**src/rtl/core_pkg.sv**
```systemverilog
// Shared types and constants for the fetch front end: next-PC select codes,
// fetch FSM states and the sequential PC increment.
`timescale 1ns/1ps
package core_pkg;

  typedef enum logic [1:0] {
    PCSRC_JR  = 2'b00,
    PCSRC_J   = 2'b01,
    PCSRC_BR  = 2'b10,
    PCSRC_SEQ = 2'b11
  } pcsrc_t;

  typedef enum logic [1:0] {
    IDLE = 2'b00,
    WAIT = 2'b01,
    HOLD = 2'b10
  } fetch_state_t;

  localparam logic [31:0] PC_INC = 32'd4;

endpackage

```
**src/rtl/next_pc_calc.sv**
```systemverilog
// Redirect target selection for JR, J/JAL and taken branches; all sums wrap mod 2^32.
`timescale 1ns/1ps
module next_pc_calc
  import core_pkg::*;
(
  input  logic [1:0]  pcsrc,
  input  logic [31:0] redirect_pc,
  input  logic [31:0] jr_target,
  input  logic [25:0] j_index,
  input  logic [15:0] br_offset,
  output logic [31:0] target
);

  logic [31:0] seq_pc_s;

  assign seq_pc_s = redirect_pc + PC_INC;

  // Select the target; the sequential code never reaches the PC but still gets a defined value
  always_comb begin
    target = seq_pc_s;
    case (pcsrc_t'(pcsrc))
      PCSRC_JR: target = jr_target;
      PCSRC_J:  target = {seq_pc_s[31:28], j_index, 2'b00};
      PCSRC_BR: target = seq_pc_s + {{14{br_offset[15]}}, br_offset, 2'b00};
      default:  target = seq_pc_s;
    endcase
  end

endmodule

```
**src/rtl/pc_fetch.sv**
```systemverilog
// Fetch stage: owns the PC, keeps one imem request in flight and buffers one
// extra response while decode stalls; taken redirects squash the wrong path.
`timescale 1ns/1ps
module pc_fetch
  import core_pkg::*;
#(
  parameter logic [31:0] RESET_PC = 32'h0000_0000
) (
  input  logic        clk,
  input  logic        reset,
  input  logic [1:0]  PCSrcs,
  input  logic        redirect_valid,
  input  logic [31:0] redirect_pc,
  input  logic [31:0] jr_target,
  input  logic [25:0] j_index,
  input  logic [15:0] br_offset,
  input  logic        stall,
  output logic        imem_req,
  output logic [31:0] imem_addr,
  input  logic        imem_gnt,
  input  logic        imem_rvalid,
  input  logic [31:0] imem_rdata,
  output logic        if_valid,
  output logic [31:0] if_instr,
  output logic [31:0] if_pc,
  output logic [31:0] if_pc_plus4
);

  fetch_state_t state_r;
  logic [31:0]  pc_r;
  logic [31:0]  req_pc_r;
  logic         kill_r;
  logic [31:0]  hold_instr_r;
  logic [31:0]  hold_pc_r;
  logic         if_valid_r;
  logic [31:0]  if_instr_r;
  logic [31:0]  if_pc_r;
  logic [31:0]  if_pc_plus4_r;
  logic         redirect_taken_s;
  logic [31:0]  target_s;

  next_pc_calc u_next_pc_calc (
    .pcsrc       (PCSrcs),
    .redirect_pc (redirect_pc),
    .jr_target   (jr_target),
    .j_index     (j_index),
    .br_offset   (br_offset),
    .target      (target_s)
  );

  assign redirect_taken_s = redirect_valid && (PCSrcs != 2'b11);

  // Gating on reset keeps the request quiet while the async reset is held
  assign imem_req    = reset && (state_r == IDLE) && !redirect_taken_s;
  assign imem_addr   = pc_r;
  assign if_valid    = if_valid_r;
  assign if_instr    = if_instr_r;
  assign if_pc       = if_pc_r;
  assign if_pc_plus4 = if_pc_plus4_r;

  // Fetch FSM, kill flag, hold buffer and decode-facing output register
  always_ff @(posedge clk or negedge reset) begin
    if (!reset) begin
      state_r       <= IDLE;
      pc_r          <= RESET_PC;
      req_pc_r      <= 32'h0000_0000;
      kill_r        <= 1'b0;
      hold_instr_r  <= 32'h0000_0000;
      hold_pc_r     <= 32'h0000_0000;
      if_valid_r    <= 1'b0;
      if_instr_r    <= 32'h0000_0000;
      if_pc_r       <= 32'h0000_0000;
      if_pc_plus4_r <= 32'h0000_0000;
    end else if (redirect_taken_s) begin
      pc_r         <= target_s;
      if_valid_r   <= 1'b0;
      hold_instr_r <= 32'h0000_0000;
      hold_pc_r    <= 32'h0000_0000;
      case (state_r)
        WAIT: begin
          // A response landing with the redirect is dropped here; otherwise it is killed later
          if (imem_rvalid) begin
            state_r <= IDLE;
            kill_r  <= 1'b0;
          end else begin
            state_r <= WAIT;
            kill_r  <= 1'b1;
          end
        end
        default: begin
          state_r <= IDLE;
          kill_r  <= 1'b0;
        end
      endcase
    end else begin
      if (if_valid_r && !stall) begin
        if_valid_r <= 1'b0;
      end
      case (state_r)
        IDLE: begin
          if (imem_gnt) begin
            req_pc_r <= pc_r;
            pc_r     <= pc_r + PC_INC;
            state_r  <= WAIT;
          end
        end
        WAIT: begin
          if (imem_rvalid) begin
            if (kill_r) begin
              kill_r  <= 1'b0;
              state_r <= IDLE;
            end else if (!if_valid_r || !stall) begin
              if_valid_r    <= 1'b1;
              if_instr_r    <= imem_rdata;
              if_pc_r       <= req_pc_r;
              if_pc_plus4_r <= req_pc_r + PC_INC;
              state_r       <= IDLE;
            end else begin
              hold_instr_r <= imem_rdata;
              hold_pc_r    <= req_pc_r;
              state_r      <= HOLD;
            end
          end
        end
        HOLD: begin
          if (!stall) begin
            if_valid_r    <= 1'b1;
            if_instr_r    <= hold_instr_r;
            if_pc_r       <= hold_pc_r;
            if_pc_plus4_r <= hold_pc_r + PC_INC;
            state_r       <= IDLE;
          end
        end
        default: state_r <= IDLE;
      endcase
    end
  end

endmodule

```
**config.mk**
```make
export PLATFORM = sky130hd
export DESIGN_NAME = pc_fetch
export DESIGN_NICKNAME = d
export VERILOG_FILES = /design/src/rtl/core_pkg.sv /design/src/rtl/next_pc_calc.sv /design/src/rtl/pc_fetch.sv
export SDC_FILE = /design/constraint.sdc
export NUM_CORES = 1
export LEC_CHECK = 0
export BUFFER_PORTS_ARGS = -buffer_cell sky130_fd_sc_hd__buf_2
export CAP_MARGIN = 10
export CORE_UTILIZATION = 56
export DETAILED_ROUTE_END_ITERATION = 7
export PLACE_DENSITY = 0.89
export SYNTH_ARGS = -nofsm -noshare
export SYNTH_HDL_FRONTEND = slang
export SYNTH_SLANG_ARGS = --single-unit
```
**constraint.sdc**
```tcl
create_clock -name clk -period 3.5 [get_ports clk]
set_input_delay 0.7 -clock clk [delete_from_list [all_inputs] [get_ports clk]]
set_output_delay 0.7 -clock clk [all_outputs]
set_load 0.01 [all_outputs]
```
==> results.yml <==
status:
  status: "complete, no violations"
worst_setup_path:
  crit_fanout: 5
  ff2ff_setup_slack_ns: 0.42
  crit_slowest_cell: "or3_4"
  crit_arrival_ns: 3.66
  crit_start: "redirect_pc[5]"
  crit_top_cell: "nand2_1"
  worstReg2RegStart: "state_r[0]$_DFFE_PN0P_"
  start_kind: "primary input"
  timing.rr.end: "if_pc_plus4[31]$_DFFE_PN0P_"
  end_kind: "flip-flop"
  worstPathRequired_ns: 3.92
  max_stage_delay_ns: 0.38
  crit_chain: "buf_2 > and4_2 > nand4_1 > inv_1 > nand2_1 > xnor2_1 > ha_1 > nand2_1 > or3_4 > a211oi_4 > buf_4 > o41ai_4 > o21ai_2 > a21boi_1 > xor2_1 > o221a_1 > a21oi_2"
  crit_type: "primary input to flip-flop"
  reg2reg_depth: 11
synth:
  synth.top_cell.area_share: 0.424
  synth_area_per_cell_sq_um: 8.67
  ys_types: 82
  ys.flop_type: "dfrtp_1"
  synth_nets: 1727
  ys_seq_area_frac: 0.424
  synth-simple-area-share: 0.201
  synth_top_area_cell: "dfrtp_1"
  async_flop_share: 1.00
  synth_top_family_by_area: "simple AND/OR/NAND/NOR gates"
  synth_edf_count: 0
  synth_compound_area_frac: 0.174
  synthAdderAreaFrac: 0.0390
  ys_warn_count: 0
  synthesis.instances: 1540
  synth_seq_cells: 226
  synth_area_leaders: "dfrtp_1 42%, nand2_1 11%, mux2i_1 5.4%"
  synth_area_sq_mm: 0.0134
  synth-xor-area-share: 0.0630
  synth_mux_area_frac: 0.0666
clock_tree:
  cts_setup_buffers: 0
  clock_latency_ns: 0.50
  postCtsHoldBufs: 0
  path_clk_slew_ns: 0.06
  cts_tree: "built"
  cts_resized: 0
  htree_levels: 1
  cts.sinks: 226
  cts_buffer_depth: 3
  numCtsBuffers: 21
  root_buffer: "clkbuf_16"
cells_and_area:
  final_common_cell: "nand2_1"
  drive_gt1_frac: 0.250
  layout_common_cells: "401 x nand2_1, 274 x buf_2, 226 x dfrtp_1"
  stdcell_count: 2195
  diodes: 0
  fin_area_sq_mm: 0.0164
  area_delta_synth_final_pct: 22.8
  final_nets: 2050
floorplan:
  die_x_microns: 156
  die_y_microns: 156
  rows: 56
  num_io_pins: 276
  initial_core_util: 0.570
  die_area_sq_mm: 0.0245
  core_region_area_sq_mm: 0.0234
sta:
  setup_viol: 0
  max_freq_ghz: 0.309
  worstMarginPinSlew_ns: 0.901
  setup_ws_ns: 0.259
  rsz0062_at_grt: "no"
  whs_ns: 0.110
  max_slew_margin: 0.399
  fin_worst_skew_ns: 0.0180
  setup_tns_ns: 0
  period_needed_ns: 3.24
  period_share: 0.926
  drv_slew: 0
  final_hold_viol_count: 0
place:
  port_buffers: 275
  gp_congestion: 0.943
  place_area_sq_mm: 0.0157
  place_inst: 2159
  hpwl_microns: 27700
  dp_slack_ns: -0.255
route:
  ant_nets: 0
  num_vias: 12600
  initialDrtViolationCount: 884
  viasPerCell: 5.74
  post-route-drc-count: 0
  wire_per_inst_microns: 17.1
  firstDrtPassIters: 7
  wl_microns: 37600
power_and_ir_drop:
  power.leakage_uw: 0.00770
  irDropWorstVdd_v: 0.000393
  p_per_area_mw_per_mm2: 599
job:
  drv_cap: 0
global_route:
  grt_first_pass_wirelength_microns: 60100
  grt_max_degree: 113
  grt_use_total: 0.307
  antenna_found_initial: 0
  grt-ovfl-total: 0
  grt_pass1_vias: 12000
hold_path:
  worstHoldPathType: "primary input to async pin"
-- per-stage QoR --
| step | total power (uW) | utilization |
|---|---|---|
| after floorplan | 5910 | - |
| after global placement | 7220 | 0.669 |
| after detailed placement | 7390 | 0.669 |
| after CTS | 9830 | 0.700 |
| after global routing | 10400 | 0.701 |
| final | 9830 | 0.701 |
-- per-layer routing --
| layer | global-route usage | share of wire |
|---|---|---|
| met1 | 0.412 | 0.43 |
| met2 | 0.514 | 0.47 |
| met3 | 0.0263 | 0.063 |
| met4 | 0.122 | 0.036 |
| met5 | 0 | 0 |
-- logic make-up after synthesis --
logic type,Yosys count
buffers and inverters,104
adder cells (fa/ha/maj),41
multiplexers,87
AO/OA/AOI/OAI,375
AND/OR/NAND/NOR,611
XOR/XNOR,96
flip-flops,226
-- worst max-delay path: cells and delay by family --
kind / cells / cell delay [ns]
and+or+nand+nor: 5 / 0.98
xor gates and xnor gates: 2 / 0.29
buffers and inverters: 3 / 0.37
AOI/OAI and AO/OA: 6 / 1.01
adders and majority gates: 1 / 0.30
-- sequential cells by signal, indices dropped and copies added (netlist names) --
register	cells
if_instr	32
state_r	2
kill_r	1
imem_addr	32
if_valid	1
hold_instr_r	32
if_pc_plus4	30
hold_pc_r	32
req_pc_r	32
if_pc	32
-- area by class of cell --
cell class / count / area, sq um
clock inverter: 4 / 70.1
tap: 319 / 399
timing repair buffer: 382 / 2210
inverter: 22 / 82.6
sequential: 226 / 5660
clock buffer: 32 / 667
fill: 1832 / 7000
multi-input combinational: 1210 / 7310
-- report_power, final --
part / total, uW / leakage [uW] / internal (uW) / switching, uW
sequential: 4010 / 0.00289 / 3370 / 638
clock: 2410 / 0.000368 / 1450 / 959
combinational: 3410 / 0.00444 / 1390 / 2020
total: 9830 / 0.00770 / 6220 / 3610
-- worst max-delay path by stage --
stage                                      to  slack (ns)  depth (start not counted)
detailed placement  imem_addr[28]$_DFFE_PN0P_       -0.25                         16
CTS                 imem_addr[27]$_DFFE_PN0P_        0.24                         15
floorplan           imem_addr[30]$_DFFE_PN0P_        0.05                         15
global route        imem_addr[30]$_DFFE_PN0P_        0.03                         17
global placement    imem_addr[28]$_DFFE_PN0P_       -0.18                         16
finish              imem_addr[24]$_DFFE_PN0P_        0.26                         17
-- cell usage after synthesis (7+ instances only) --
library cell,instances
xor2_1,47
nand3_1,39
dfrtp_1,226
buf_2,11
ha_1,40
xnor2_1,49
buf_1,17
nand2_1,401
o22ai_1,11
mux2_2,14
clkbuf_1,48
a21o_1,25
o21ai_0,119
mux2i_1,72
a31oi_1,8
a211oi_1,8
nor2_1,53
inv_1,20
nor2b_1,19
nand4_1,19
a21oi_1,121
nor3_1,15
and3_1,12
a22oi_1,9
nand2b_1,10
o21ai_1,12
and4_1,7
Note: power is estimated with default switching activity, not from simulation.
